**src/rtl/bcd_sevseg_counter.sv**
```systemverilog
// rtl/bcd_sevseg_counter.sv - multi-digit BCD up/down counter with tick prescaler and muxed seven-segment driver
// Optional LEADING_ZERO_BLANK_EN blanks leading zero digits on seg.
module bcd_sevseg_counter #(
    parameter int DIGITS   = 4,
    parameter int TICK_DIV = 50_000_000,
    parameter int SCAN_DIV = 12_500
) (
    input  logic                  clk,
    input  logic                  rst,
    input  logic                  en,
    input  logic                  up,
    input  logic                  load,
    input  logic [4*DIGITS-1:0]   load_val,
    output logic [4*DIGITS-1:0]   count,
    output logic                  tick,
    output logic                  carry,
    output logic [6:0]            seg,
    output logic [DIGITS-1:0]     dig_sel
);

    localparam int TW = $clog2(TICK_DIV);
    localparam int SW = (SCAN_DIV > 1) ? $clog2(SCAN_DIV) : 1;
    localparam int IW = (DIGITS > 1) ? $clog2(DIGITS) : 1;
    localparam logic [TW-1:0] TICK_LAST = TW'(TICK_DIV - 1);
    localparam logic [SW-1:0] SCAN_LAST = SW'(SCAN_DIV - 1);
    localparam logic [IW-1:0] IDX_LAST  = IW'(DIGITS - 1);

    logic [TW-1:0]         presc;
    logic [SW-1:0]         scan_cnt;
    logic [IW-1:0]         idx;
    logic [4*DIGITS-1:0]   next_count;
    logic [4*DIGITS-1:0]   load_clean;
    logic                  wrap;
    logic                  step_c;
    logic [3:0]            step_d;
    logic [3:0]            cur_digit;
    logic                  cur_blank;
    logic [DIGITS-1:0]     blank;

    function automatic logic [6:0] decode(input logic [3:0] d);
        case (d)
            4'd0:    decode = 7'h3F;
            4'd1:    decode = 7'h06;
            4'd2:    decode = 7'h5B;
            4'd3:    decode = 7'h4F;
            4'd4:    decode = 7'h66;
            4'd5:    decode = 7'h6D;
            4'd6:    decode = 7'h7D;
            4'd7:    decode = 7'h07;
            4'd8:    decode = 7'h7F;
            4'd9:    decode = 7'h6F;
            default: decode = 7'h00;
        endcase
    endfunction

    assign tick = (presc == TICK_LAST);

    // Ripple BCD step: the carry/borrow propagates only while digits wrap.
    always_comb begin
        next_count = count;
        step_c     = 1'b1;
        step_d     = 4'd0;
        for (int i = 0; i < DIGITS; i++) begin
            step_d = count[4*i +: 4];
            if (step_c) begin
                if (up) begin
                    if (step_d == 4'd9) begin
                        step_d = 4'd0;
                    end else begin
                        step_d = step_d + 4'd1;
                        step_c = 1'b0;
                    end
                end else begin
                    if (step_d == 4'd0) begin
                        step_d = 4'd9;
                    end else begin
                        step_d = step_d - 4'd1;
                        step_c = 1'b0;
                    end
                end
            end
            next_count[4*i +: 4] = step_d;
        end
        wrap = step_c;
    end

    always_comb begin
        load_clean = '0;
        for (int i = 0; i < DIGITS; i++) begin
            load_clean[4*i +: 4] = (load_val[4*i +: 4] > 4'd9) ? 4'd0 : load_val[4*i +: 4];
        end
    end

`ifdef LEADING_ZERO_BLANK_EN
    logic lz;

    // A digit is blank when it and every higher digit are zero; digit 0 never blanks.
    always_comb begin
        blank = '0;
        lz    = 1'b1;
        for (int i = DIGITS - 1; i >= 1; i--) begin
            lz       = lz & (count[4*i +: 4] == 4'd0);
            blank[i] = lz;
        end
    end
`else
    assign blank = '0;
`endif

    always_comb begin
        cur_digit = 4'd0;
        cur_blank = 1'b0;
        for (int i = 0; i < DIGITS; i++) begin
            if (idx == IW'(i)) begin
                cur_digit = count[4*i +: 4];
                cur_blank = blank[i];
            end
        end
    end

    always_ff @(posedge clk) begin
        if (rst) begin
            presc    <= '0;
            count    <= '0;
            carry    <= 1'b0;
            scan_cnt <= '0;
            idx      <= '0;
            dig_sel  <= DIGITS'(1);
            seg      <= 7'h3F;
        end else begin
            carry <= 1'b0;
            if (load) begin
                count <= load_clean;
                presc <= '0;
            end else begin
                presc <= tick ? '0 : presc + TW'(1);
                if (tick && en) begin
                    count <= next_count;
                    carry <= wrap;
                end
            end

            if (scan_cnt == SCAN_LAST) begin
                scan_cnt <= '0;
                idx      <= (idx == IDX_LAST) ? '0 : idx + IW'(1);
            end else begin
                scan_cnt <= scan_cnt + SW'(1);
            end

            dig_sel <= DIGITS'(1) << idx;
            seg     <= cur_blank ? 7'h00 : decode(cur_digit);
        end
    end

endmodule

```
**config.mk**
```make
export PLATFORM = sky130hd
export DESIGN_NAME = bcd_sevseg_counter
export DESIGN_NICKNAME = d
export VERILOG_FILES = /design/src/rtl/bcd_sevseg_counter.sv
export SDC_FILE = /design/constraint.sdc
export NUM_CORES = 1
export LEC_CHECK = 0
export ABC_CLOCK_PERIOD_IN_PS = 2100
export BUFFER_PORTS_ARGS = -buffer_cell sky130_fd_sc_hd__clkbuf_2
export CAP_MARGIN = 20
export CORE_MARGIN = 5
export CORE_UTILIZATION = 52
export CTS_BUF_LIST = sky130_fd_sc_hd__clkbuf_4 sky130_fd_sc_hd__clkbuf_8
export DETAILED_ROUTE_END_ITERATION = 12
export PLACE_DENSITY = 0.86
export SYNTH_ARGS = -nofsm -noshare
export SYNTH_HDL_FRONTEND = slang
export SYNTH_SLANG_ARGS = --single-unit
```
**constraint.sdc**
```tcl
create_clock -name clk -period 2.1 [get_ports clk]
set_input_delay 0.105 -clock clk [delete_from_list [all_inputs] [get_ports clk]]
set_output_delay 0.105 -clock clk [all_outputs]
set_load 0.02 [all_outputs]
```
==> flow_metrics.env <==
export IMPL_synth_area_leaders="dfxtp_1 (35%), xor2_1 (6.4%), nor2_1 (5.4%), nand3_1 (4.2%), ha_1 (3.8%)"
export IMPL_drive_gt1_share_pct=25.00
export IMPL_dr_pass1_iters=6
export IMPL_clk_latency_ns=0.36
export IMPL_dpl_cell_area_um2=4556
export IMPL_min_path_cells=3
export IMPL_rsz0062_at_grt="true"
export IMPL_netlist_area_um2=3978
export IMPL_instances_no_fill=671
export IMPL_grt_pass1_wl_um=17460
export IMPL_synthArstFlopShare_pct=0
export IMPL_initial_core_util_pct=53.97
export IMPL_grt_max_degree=25
export IMPL_skew_ns=0.01164
export IMPL_synth_top_cells_by_count="dfxtp_1 (70), nor2_1 (57), nand2_1 (34), nand3_1 (33), xor2_1 (29)"
export IMPL_tightest_slew_ns=0.5815
export IMPL_final_max_slew_viol_count=0
export IMPL_synth_seq_cells=70
export IMPL_grt_overflow=0
export IMPL_critical_path_max_fanout=5
export IMPL_synth_nets=525
export IMPL_wl_um=10550
export IMPL_root_buffer="clkbuf_8"
export IMPL_status="complete, no violations"
export IMPL_cts_tree="done"
export IMPL_finish_utilization_pct=66.57
export IMPL_worstPathArrival_ns=1.90
export IMPL_syn_avg_cell_area_um2=8.084
export IMPL_critical_path_startpoint="presc[10]"
export IMPL_place_congestion=0.8670
export IMPL_p_per_area_nw_per_um2=594.7
export IMPL_clkSlewWorstSetupHoldPaths_ns=0.07
export IMPL_fin_area_um2=4906
export IMPL_numClockSinks=70
export IMPL_netlist_instances=492
export IMPL_rows=31
export IMPL_timing_rr_start="scan_cnt[11]"
export IMPL_setup_viol=0
export IMPL_synth_flop_cell="dfxtp_1"
export IMPL_ff2ff_path_depth=5
export IMPL_max_slew_margin_rel_pct=61.09
export IMPL_fmax_ghz=0.4979
export IMPL_vias=4018
export IMPL_hold_path_end="count[9]"
export IMPL_dp_slack_ns=-0.1444
export IMPL_crit_type="reg2out"
export IMPL_first_global_vias=3871
export IMPL_numCtsBuffers=9
export IMPL_portBuffers=49
export IMPL_die_w_um=97.46
export IMPL_die_area_um2=9498
export IMPL_post_place_cells=650
export IMPL_vdd_drop_max_v=0.0002758
export IMPL_r2r_slack_ns=0.10
export IMPL_yosys_area_top_type="dfxtp_1"
export IMPL_hp_start="load_val[9]"
export IMPL_period_needed_ns=2.008
export IMPL_drt_iter0_drc=307
export IMPL_drc_errors=0
export IMPL_core_um2=7370
export IMPL_htreeDepth=3
export IMPL_synth_edf_count=0
export IMPL_syn_to_final_growth_pct=23.34
export IMPL_yosys_area_top_type_share_pct=35.23
export IMPL_fin_ws_ns=0.09164
export IMPL_critPathLaunchType="flop"
export IMPL_yosysSeqAreaShare_pct=35.23
export IMPL_fin_crit_sh_pct=95.64
export IMPL_end_kind="primary output"
export IMPL_die_y_um=97.46
export IMPL_cts_buffer_depth=2
export IMPL_total_power_uw=2918
export IMPL_synth_most_common_cell="dfxtp_1"
export IMPL_antenna_found_initial=0
export IMPL_required_ns=2.00
export IMPL_p_leak_uw=0.001978
export IMPL_antenna_left=0
export IMPL_final_nets=600
export IMPL_ios=50
export IMPL_hold_class="in2reg"
export IMPL_rr_endpoint="idx[0]"
export IMPL_dp_hpwl_um=7430
export IMPL_n_antenna_cell=0
export IMPL_synth_distinct_cells=62
export IMPL_grt_usage_pct=22.01
export IMPL_yosysWarningCount=0
export IMPL_drv_cap=0
export IMPL_vias_per_cell=5.988
export IMPL_wl_per_cell_um=15.72
export IMPL_hold_violations=0
-- registers in the layout, indices dropped and copies added, names as in the netlist --
signal    cells
carry         1
count        16
dig_sel       4
idx           2
presc        26
scan_cnt     14
seg           7
-- power by group --
group          internal [uW]  total (uW)  switching (uW)
clock network            613        1140             531
logic                    154         372             217
registers               1360        1400            44.6
total                   2130        2920             793
-- through the flow --
| step | hold slack [ns] | TNS (ns) |
|---|---|---|
| 2_1_floorplan | 0.2136 | 0 |
| 3_3_place_gp | 0.3387 | 0 |
| 3_5_place_dp | 0.3652 | -0.2054 |
| 4_1_cts | 0.01266 | -0.004921 |
| 5_1_grt | 0.01721 | -0.02291 |
| 6_report | 0.01559 | 0 |
-- worst max-delay path: stages (launching register included) --
cell	delay [ns]
dfxtp_2	0.32
or4b_4	0.55
nor4_4	0.14
buf_4	0.16
buf_6	0.11
and2_4	0.15
buf_8	0.11
-- cells by family after synthesis --
family / after synthesis / share of synthesized area (%)
buffers and inverters: 46 / 4.561
AOI/OAI and AO/OA: 99 / 16.92
xor gates and xnor gates: 45 / 9.909
muxes: 4 / 1.007
and+or+nand+nor: 216 / 28.59
adders and majority gates: 12 / 3.775
DFF: 70 / 35.23
-- layout by cell type (no fill, tap or decap), types with 10 or more instances in the layout --
cell type  netlist  routed
buf_4            1      40
clkbuf_2         0      48
and3_1          11      11
nor2_1          57      57
xnor2_1         16      16
a21oi_1         20      19
xor2_1          29      29
nand2_1         34      34
nand4_1         14      14
inv_1           16      15
dfxtp_1         70      66
nand3_1         33      31
clkbuf_8         0      11
o21ai_0         25      21
nor3_1          12      10
-- repair_timing --
item,CTS,global route
hold buffers,2,0
resized for setup,12,21
setup buffers,3,0
hold endpoints to repair,2,0
endpoints found under the setup margin,4,43
pin swaps,3,7
-- layer usage --
| layer | up-vias | GRT usage (%) | part of all wire, % |
|---|---|---|---|
| li1 | 1919 | - | - |
| met1 | 1921 | 24.04 | 40 |
| met2 | 147 | 39.69 | 52 |
| met3 | 31 | 5.887 | 6.2 |
| met4 | 0 | 9.585 | 2.6 |
| met5 | - | 0 | 0 |
-- worst max-delay path by stage --
| stage | endpoint | cells past startpoint |
|---|---|---|
| after floorplan | seg[0] | 11 |
| after global placement | count[2] | 6 |
| after detailed placement | seg[0] | 10 |
| after CTS | tick | 6 |
| after global routing | seg[0] | 11 |
| final | tick | 6 |
-- area by class of cell --
cell class / count / area [um^2]
Clock buffer: 11 / 151.4
Fill cell: 579 / 2464
Clock inverter: 5 / 56.30
Tap cell: 99 / 123.9
Timing Repair Buffer: 94 / 626.9
Inverter: 16 / 60.06
Multi-Input combinational cell: 376 / 2479
Sequential cell: 70 / 1409
(Power assumes the default switching activity.)
